===== src/rtl/psram_bridge_pkg.sv =====
`timescale 1ns/1ps
// psram_bridge_pkg
//   Shared types and helpers for the APB3-to-Wishbone PSRAM bridge:
//   the FSM state encoding, the byte-strobe legality check, the read data
//   returned on failed or no-op reads, and the write-lane screening decode.
package psram_bridge_pkg;

    typedef enum logic [1:0] {
        IDLE = 2'd0,
        REQ  = 2'd1,
        RESP = 2'd2
    } state_t;

    // Read data handed back when no PSRAM access took place.
    localparam logic [31:0] ERR_RDATA = 32'h0;

    // Reads always fetch the whole word.
    localparam logic [3:0] SEL_READ = 4'b1111;

    // Byte-strobe patterns the PSRAM controller can serve: single bytes,
    // aligned halfwords and the full word.
    function automatic logic strb_legal(input logic [3:0] strb);
        logic ok;
        ok = 1'b0;
        case (strb)
            4'b0001, 4'b0010, 4'b0100, 4'b1000,
            4'b0011, 4'b1100, 4'b1111: ok = 1'b1;
            default:                   ok = 1'b0;
        endcase
        return ok;
    endfunction

    // Mask selecting the forwarded PSRAM byte-address bits.
    function automatic logic [31:0] addr_mask(input int addr_w);
        logic [63:0] m;
        m = (64'h1 << addr_w) - 64'h1;
        return m[31:0];
    endfunction

endpackage


===== src/rtl/psram_apb_wb_bridge.sv =====
`timescale 1ns/1ps
// psram_apb_wb_bridge
//   APB3 slave to Wishbone classic master bridge sitting directly in front of
//   the PSRAM Wishbone controller. One APB transfer becomes at most one WB
//   cycle; PREADY is held low until the WB ACK arrives. Accesses outside the
//   APB window and writes with strobe patterns the controller cannot serve are
//   answered locally with PSLVERR and never reach the WB bus. A write with no
//   strobes set is answered locally as a successful no-op.
//
//   Optional feature macro: PSRAM_BRIDGE_TIMEOUT_EN
//     defined   - a WB cycle left unacknowledged for TIMEOUT_CYC cycles is
//                 abandoned and the APB transfer ends with PSLVERR.
//     undefined - the bridge waits for ack_i indefinitely.
module psram_apb_wb_bridge
    import psram_bridge_pkg::*;
#(
    parameter int          ADDR_W      = 24,
    parameter logic [31:0] BASE_ADDR   = 32'h8000_0000,
    parameter int          TIMEOUT_CYC = 1024
) (
    input  logic        clk_i,
    input  logic        rst_i,
    // APB3 slave
    input  logic [31:0] paddr,
    input  logic        psel,
    input  logic        penable,
    input  logic        pwrite,
    input  logic [31:0] pwdata,
    input  logic [3:0]  pstrb,
    output logic [31:0] prdata,
    output logic        pready,
    output logic        pslverr,
    // Wishbone classic master
    output logic [31:0] adr_o,
    output logic [31:0] dat_o,
    input  logic [31:0] dat_i,
    output logic [3:0]  sel_o,
    output logic        we_o,
    output logic        cyc_o,
    output logic        stb_o,
    input  logic        ack_i
);

    localparam logic [31:0] ADDR_MASK = addr_mask(ADDR_W);

    state_t state;

    // Setup-phase decode of the incoming APB request.
    logic setup;
    logic in_window;
    logic screen_err;
    logic write_noop;
    logic to_expired;

    assign setup      = psel & ~penable;
    assign in_window  = (paddr & ~ADDR_MASK) == (BASE_ADDR & ~ADDR_MASK);
    // An out-of-window access is an error even if it is an empty write.
    assign screen_err = ~in_window
                      | (pwrite & (pstrb != 4'b0000) & ~strb_legal(pstrb));
    assign write_noop = in_window & pwrite & (pstrb == 4'b0000);

    // Classic single-beat master: the strobe tracks the cycle.
    assign stb_o = cyc_o;

`ifdef PSRAM_BRIDGE_TIMEOUT_EN
    localparam int CNT_W = (TIMEOUT_CYC < 2) ? 1 : $clog2(TIMEOUT_CYC);

    logic [CNT_W-1:0] to_cnt;

    // Cycle counter for the current WB request; held at zero outside REQ so
    // every request starts counting from zero.
    always_ff @(posedge clk_i or posedge rst_i) begin
        if (rst_i) begin
            to_cnt <= '0;
        end else if (state != REQ) begin
            to_cnt <= '0;
        end else begin
            to_cnt <= to_cnt + 1'b1;
        end
    end

    // Expiry on the last permitted REQ cycle, so cyc_o is high for exactly
    // TIMEOUT_CYC cycles before it is dropped.
    assign to_expired = (to_cnt == CNT_W'(TIMEOUT_CYC - 1));
`else
    assign to_expired = 1'b0;
`endif

    // Transfer FSM with registered APB response and WB request outputs.
    // NOTE: clocked state uses non-blocking assignments so every register
    // samples the pre-edge values and the block order cannot matter.
    always_ff @(posedge clk_i or posedge rst_i) begin
        if (rst_i) begin
            state   <= IDLE;
            prdata  <= ERR_RDATA;
            pready  <= 1'b0;
            pslverr <= 1'b0;
            adr_o   <= '0;
            dat_o   <= '0;
            sel_o   <= '0;
            we_o    <= 1'b0;
            cyc_o   <= 1'b0;
        end else begin
            case (state)
                IDLE: begin
                    if (setup) begin
                        // Request registers double as the WB outputs and
                        // stay frozen until the next setup phase.
                        we_o   <= pwrite;
                        dat_o  <= pwdata;
                        sel_o  <= pwrite ? pstrb : SEL_READ;
                        adr_o  <= pwrite ? (paddr & ADDR_MASK)
                                         : (paddr & ADDR_MASK & ~32'h3);
                        prdata <= ERR_RDATA;
                        if (screen_err) begin
                            pready  <= 1'b1;
                            pslverr <= 1'b1;
                            state   <= RESP;
                        end else if (write_noop) begin
                            pready  <= 1'b1;
                            pslverr <= 1'b0;
                            state   <= RESP;
                        end else begin
                            cyc_o <= 1'b1;
                            state <= REQ;
                        end
                    end
                end

                REQ: begin
                    // ack_i takes priority over an expiry in the same cycle.
                    if (ack_i) begin
                        cyc_o   <= 1'b0;
                        pready  <= 1'b1;
                        pslverr <= 1'b0;
                        if (!we_o) begin
                            prdata <= dat_i;
                        end
                        state <= RESP;
                    end else if (to_expired) begin
                        cyc_o   <= 1'b0;
                        pready  <= 1'b1;
                        pslverr <= 1'b1;
                        prdata  <= ERR_RDATA;
                        state   <= RESP;
                    end
                end

                RESP: begin
                    // One-cycle APB completion; ack_i seen here is stale.
                    pready  <= 1'b0;
                    pslverr <= 1'b0;
                    state   <= IDLE;
                end

                default: begin
                    cyc_o   <= 1'b0;
                    pready  <= 1'b0;
                    pslverr <= 1'b0;
                    state   <= IDLE;
                end
            endcase
        end
    end

endmodule


===== config.mk =====
export PLATFORM = sky130hd
export DESIGN_NAME = psram_apb_wb_bridge
export DESIGN_NICKNAME = d
export VERILOG_FILES = /design/src/rtl/psram_bridge_pkg.sv /design/src/rtl/psram_apb_wb_bridge.sv
export SDC_FILE = /design/constraint.sdc
export NUM_CORES = 1
export LEC_CHECK = 0
export ABC_AREA = 1
export BUFFER_PORTS_ARGS = -buffer_cell sky130_fd_sc_hd__buf_4
export CORE_ASPECT_RATIO = 1.4
export CORE_MARGIN = 2
export CORE_UTILIZATION = 30
export DETAILED_ROUTE_END_ITERATION = 7
export HOLD_SLACK_MARGIN = 0.03
export PLACE_DENSITY = 0.56
export SKIP_LAST_GASP = 1
export SLEW_MARGIN = 10
export SYNTH_ARGS = -nofsm -noshare
export SYNTH_HDL_FRONTEND = slang
export SYNTH_SLANG_ARGS = --single-unit

===== constraint.sdc =====
create_clock -name clk_i -period 4.5 [get_ports clk_i]
set_input_delay 0.225 -clock clk_i [delete_from_list [all_inputs] [get_ports clk_i]]
set_output_delay 0.225 -clock clk_i [all_outputs]
set_load 0.02 [all_outputs]

==> flow_summary_export.csv, run 1 <==
group,metric,value,unit
clock_tree,root_buffer,"clkbuf_16",
pwr,ir_drop,241.1,µV
cells_and_area,drive_gt1_share,34.77,%
die,initial_core_util,30.36,%
hold_path,hold_path.class,"in -> async",
critical_path,slowest_stage,"nand2_2",
timing,hold_viol,0,
status,status,"completed",
die,core-area,0.01320,mm²
route,drt_iter0_markers,117,
timing,slew_headroom,32.83,%
synth,synth_cell_types,22,
timing,max_slew.worst_pin.slew,1008,ps
critical_path,crit_start,"state[0]",
cells_and_area,final_cells,832,
die,num_rows,50,
die,io_pins,211,
synth,syn_area,0.004008,mm²
clock_tree,cts-resized-gates,0,
critical_path,worstPathRequired,4770,ps
die,die_w,101.7,µm
clock_tree,cts.sinks,98,
route,routed_via_density,4.405,
cells_and_area,n_antenna_cell,0,
route,vias,3665,
critical_path,max_stage_delay,750,ps
placed_design,place_inst,816,
global_routing,grt_antenna_before_repair,0,
global_routing,grt_use_total,16.02,%
critical_path,r2r_start,"state[0]",
timing,rsz0062_at_grt,"no",
clock_tree,hold_buffers,0,
timing,min_period,2891,ps
cells_and_area,design_area,0.005908,mm²
cells_and_area,fin_nets,751,
clock_tree,clk_pin_slew,60,ps
clock_tree,cts_tree,"built",
global_routing,grt-ovfl-total,0,
synth,yosysWarnings,0,
synth,ys_ff_latch,98,
route,post_drt_wl_per_cell,13.78,µm
route,drc_errors,0,
route,drtAntennaViolNets,0,
critical_path,crit_path_start_kind,"register",
timing,setup_slack,1609,ps
route,dr.pass1.iters,4,
die,die_h,140.8,µm
cells_and_area,area_growth_syn_to_layout,47.42,%
clock_tree,cts_buffer_depth,2,
global_routing,grt_pass1_vias,3659,
synth,synth.avg_cell_area,8.789,µm²
timing,maxSlewViolCount,0,
synth,ys_seq_area_share,61.19,%
clock_tree,post_cts.repair.setup_buffers,0,
timing,setup_viol,0,
placed_design,dp_slack,1584,ps
timing,clock.fmax,345.8,MHz
placed_design,place_area,0.005613,mm²
placed_design,io_buffer_count,202,
critical_path,path_class,"reg -> reg",
global_routing,grt_max_degree,91,
clock_tree,cts_buffers,9,
clock_tree,clock_latency,340,ps
placed_design,finalWeightedCongestion,0.7778,
synth,syn_inst,456,
critical_path,crit_path_cell_trace,"inv_1 > nor2_4 > nand3_2 > nand2_2 > nand3_1 > nand2_1",
critical_path,worst_ep_arrival_time,3160,ps
die,dieArea,0.01431,mm²
timing,clock_skew,5.536,ps
timing,worst_hold_slack,21.74,ps
timing,fin_setup_tns,0,ps
clock_tree,htree_levels,3,
pwr,p_per_area,548.5,mW/mm²
route,routed_wl,11.46,mm
pwr,leakage,3.330,nW
critical_path,worst_setup_path_end_kind,"register",
placed_design,dpl.hpwl,8.206,mm
timing,min_period_over_period,64.25,%
critical_path,path_max_fanout,33,
global_routing,grt_pass1_wl,18.18,mm
flow_run,cap_violations,0,
-- stage by stage --
step	total power [mW]	utilization, %
after floorplan	1.928	-
after global placement	2.492	42.52
after detailed placement	2.516	42.52
after CTS	3.297	44.76
after global routing	3.441	44.76
final	3.241	44.76
-- path summary, 6_finish.rpt --
kind	cells past startpoint	end	slack (ps)
max in group asynchronous	3	dat_o[18]	3470
worst max register to register	6	prdata[5]	1610
worst min register to register	2	dat_o[7]	480
min in group clk_i	3	dat_o[20]	80
worst min-delay path	2	dat_o[15]	20
worst max-delay path	6	prdata[5]	1610
-- metal layers --
layer / vias to the layer above / share of wire [%] / wire length [µm] / GRT usage (%)
met5: - / 0 / 0 / 0
met3: 9 / 7.3 / 832 / 3.917
met2: 129 / 51 / 5795 / 26.70
met1: 1739 / 41 / 4699 / 20.08
met4: 0 / 1.2 / 134 / 5.477
li1: 1788 / - / - / -
-- registers in the layout, summed over array words and instances (netlist names) --
name / count
pready: 1
we_o: 1
state: 2
sel_o: 4
pslverr: 1
adr_o: 24
dat_o: 32
prdata: 32
cyc_o: 1
-- report_power, final --
part           internal [mW]  switching, mW
Clock                  0.432          0.328
Combinational          0.495          0.696
Sequential              1.13          0.154
Total                   2.06           1.18
-- cell type report --
type	instances	area, µm²
tap	182	227.7
timing repair buffer	204	1531
clock inverter	6	66.31
fill	1299	7292
inverter	15	58.81
sequential	98	2452
multi-input combinational	317	1343
clock buffer	10	229.0
-- critical path, delay by kind of cell, from the launching register on --
| kind | cells | cell delay, ps |
|---|---|---|
| flip-flops | 1 | 400 |
| AND/OR/NAND/NOR | 5 | 2310 |
| buffers and inverters | 1 | 110 |
-- cell usage in the layout, fill, tap and decap left out --
cell        Yosys  routed
o21ai_0         2       2
dfrtp_1        98      98
clkinv_2        0       1
nand3_1        66      66
inv_6           0       1
nor2_4          1       1
bufinv_16       0       1
inv_2           1       1
conb_1          1       8
buf_4          13     204
nand3_4         1       1
a22o_1          2       2
nand4_1         3       3
a21boi_0        1       1
clkbuf_16       0       9
o22a_1          2       2
nand2_2         1       1
nor2_1         16      16
clkbuf_1       10       1
nand3b_1        1       1
inv_1          14      13
inv_4           0       1
clkinvlp_4      0       3
nor2_2          1       1
nand3_2         1       1
nand2_1       211     211
-- synth_stat cells --
master    number  area [µm²]
nand2_1      211       792.0
dfrtp_1       98        2452
nand3_1       66       330.3
nor2_1        16       60.06
inv_1         14       52.55
buf_4         13       97.59
clkbuf_1      10       37.54
buf_2          8       40.04
nand4_1        3       18.77
a22o_1         2       17.52
buf_1          2       7.510
o21ai_0        2       10.01
o22a_1         2       17.52
a21boi_0       1       7.510
conb_1         1       3.750
inv_2          1       3.750
nand2_2        1       6.260
nand3_2        1       10.01
nand3_4        1       17.52
nand3b_1       1       7.510
nor2_2         1       6.260
nor2_4         1       11.26
-- cell families after synthesis --
group	count (synthesis)	synth area share, %
simple gates	302	31.44
flops	98	61.19
buf+inv	48	5.963
compound gates	7	1.312
other cells	1	0.09357
Power figures use the tool's default switching activity.
==> run 2: changes to the inputs <==
clock period = 2.7 ns   (was 4.5 ns; I/O delays follow)
==> run 2 against run 1 <==
Compared with the run above: worst hold slack gained 26 ps; die area is the same; first-iteration DRC count shrank 9.4%; clock power grew 70%; critical path depth shrank 1; sequential share of layout area shrank 5.6 points; final area grew 16%; setup slack lost 920 ps; largest power group unchanged; non-clock buffer count grew 90; sequential power grew 67%; register-to-register slack lost 920 ps; sequential cell count is the same.
==> flow_summary_export.csv, run 2 (synthesis gave the netlist of run 1 again) <==
group,metric,value,unit
status,status,"completed",
pwr,p_per_area,811.7,mW/mm²
critical_path,r2r_start,"state[1]",
clock_tree,cts.sinks,98,
critical_path,reg2reg_depth,5,
critical_path,crit_cells,5,
hold_path,hold_path.class,"in -> reg",
route,drc_errors,0,
clock_tree,cts-resized-gates,0,
critical_path,slowest_stage,"nand2_2",
global_routing,grt_pass1_vias,4098,
global_routing,grt_use_total,17.29,%
placed_design,dpl.hpwl,8.153,mm
critical_path,path_max_fanout,37,
flow_run,cap_violations,0,
die,dieArea,0.01431,mm²
clock_tree,cts_buffer_depth,2,
route,routed_wl,12.19,mm
die,num_rows,50,
cells_and_area,drive_gt1_share,30.95,%
cells_and_area,final_cell_mix,"nand2_1, buf_4, dfrtp_1",
cells_and_area,nFillCells,1201,
route,post_drt_wl_per_cell,13.22,µm
timing,clock.fmax,497.3,MHz
global_routing,grt_max_degree,64,
timing,slew_headroom,46.28,%
pwr,ir_drop,552.0,µV
route,drt_iter0_markers,106,
cells_and_area,final_common_cell,"nand2_1",
placed_design,finalWeightedCongestion,0.7583,
global_routing,grt-ovfl-total,0,
clock_tree,clock_latency,330,ps
critical_path,worst_ep_arrival_time,2280,ps
critical_path,crit_path_cell_trace,"nor2_2 > nand3_4 > nand2_2 > nand3_1 > nand2_1",
route,drtAntennaViolNets,0,
clock_tree,root_buffer,"clkbuf_16",
timing,clock_skew,8.061,ps
cells_and_area,regArea,0.002452,mm²
critical_path,crit_path_start_kind,"register",
die,io_pins,211,
die,die_h,140.8,µm
clock_tree,htree_levels,3,
timing,hold_viol,0,
placed_design,io_buffer_count,202,
critical_path,cp-endpoint,"prdata[14]",
cells_and_area,n_antenna_cell,0,
critical_path,worstPathRequired,2970,ps
critical_path,cp_num_buf_inv,0,
timing,min_period,2011,ps
die,core-area,0.01320,mm²
clock_tree,cts_tree,"built",
die,die_w,101.7,µm
critical_path,max_stage_delay,640,ps
route,dr.pass1.iters,4,
critical_path,r2r_slack,690,ps
cells_and_area,multi_input_area,0.001343,mm²
pwr,leakage,3.719,nW
cells_and_area,fin_util,51.78,%
cells_and_area,fin_nets,841,
critical_path,worst_setup_path_end_kind,"register",
timing,min_period_over_period,74.48,%
global_routing,grt_pass1_wl,19.73,mm
clock_tree,clk_pin_slew,70,ps
critical_path,rr_endpoint,"prdata[14]",
timing,maxSlewViolCount,0,
global_routing,grt_antenna_before_repair,0,
clock_tree,cts_buffers,9,
critical_path,crit_family,"simple AND/OR/NAND/NOR gates",
critical_path,path_class,"reg -> reg",
timing,fin_setup_tns,0,ps
clock_tree,post_cts.repair.setup_buffers,0,
die,initial_core_util,30.36,%
cells_and_area,top_regs,"dat_o x32, prdata x32, adr_o x24",
route,vias,4011,
critical_path,crit_start,"state[1]",
cells_and_area,area_growth_syn_to_layout,70.56,%
timing,max_slew.worst_pin.slew,805.8,ps
timing,setup_viol,0,
timing,rsz0062_at_grt,"no",
route,routed_via_density,4.350,
run 2: per-layer routing:
layer  part of all wire (%)  global-route usage (%)  vias up
li1                       -                       -     1968
met1                     39                   20.61     1882
met2                     53                   30.02      145
met3                    6.3                   4.462       16
met4                    1.5                   5.477        0
met5                      0                       0        -
run 2: worst min-delay path, cell delays in order:
cell and delay [ps]:
buf_4 90, nor2_1 40, nor2_1 70
run 2: repair_timing:
action / in CTS / in global routing
hold endpoints to repair: 147 / 1
hold buffers: 86 / 1
setup endpoints to repair: 0 / 0
run 2: worst min path at each step:
stage | startpoint | to | cells past startpoint
final | pstrb[0] | sel_o[0] | 3
after global routing | dat_i[14] | prdata[14] | 3
after CTS | pstrb[1] | sel_o[1] | 3
after detailed placement | pwdata[20] | dat_o[20] | 3
after global placement | paddr[12] | adr_o[12] | 3
after floorplan | paddr[10] | adr_o[10] | 2
run 2: final cells by class:
cell class / count / area share, %
sequential: 98 / 35.88
timing repair buffer: 294 / 35.84
multi-input combinational: 317 / 19.64
clock buffer: 11 / 3.551
tap: 182 / 3.331
clock inverter: 5 / 0.8969
inverter: 15 / 0.8603
run 2: power by group:
part	switching, mW	internal, mW
Sequential	0.259	1.89
Clock	0.544	0.747
Combinational	1.19	0.915
Total	2.00	3.55
run 2: per-stage QoR:
stage | hold slack, ps | cells | power (mW) | area [µm²] | setup slack [ps]
after floorplan | 244.6 | 463 | 3.213 | 4034 | 2.925
after global placement | 329.9 | 819 | 4.162 | 5660 | 770.9
after detailed placement | 334.5 | 819 | 4.192 | 5660 | 670.2
after CTS | 30.02 | 921 | 5.620 | 6825 | 650.0
after global routing | 36.29 | 922 | 5.900 | 6835 | 471.4
final | 48.13 | 922 | 5.548 | 6835 | 689.1
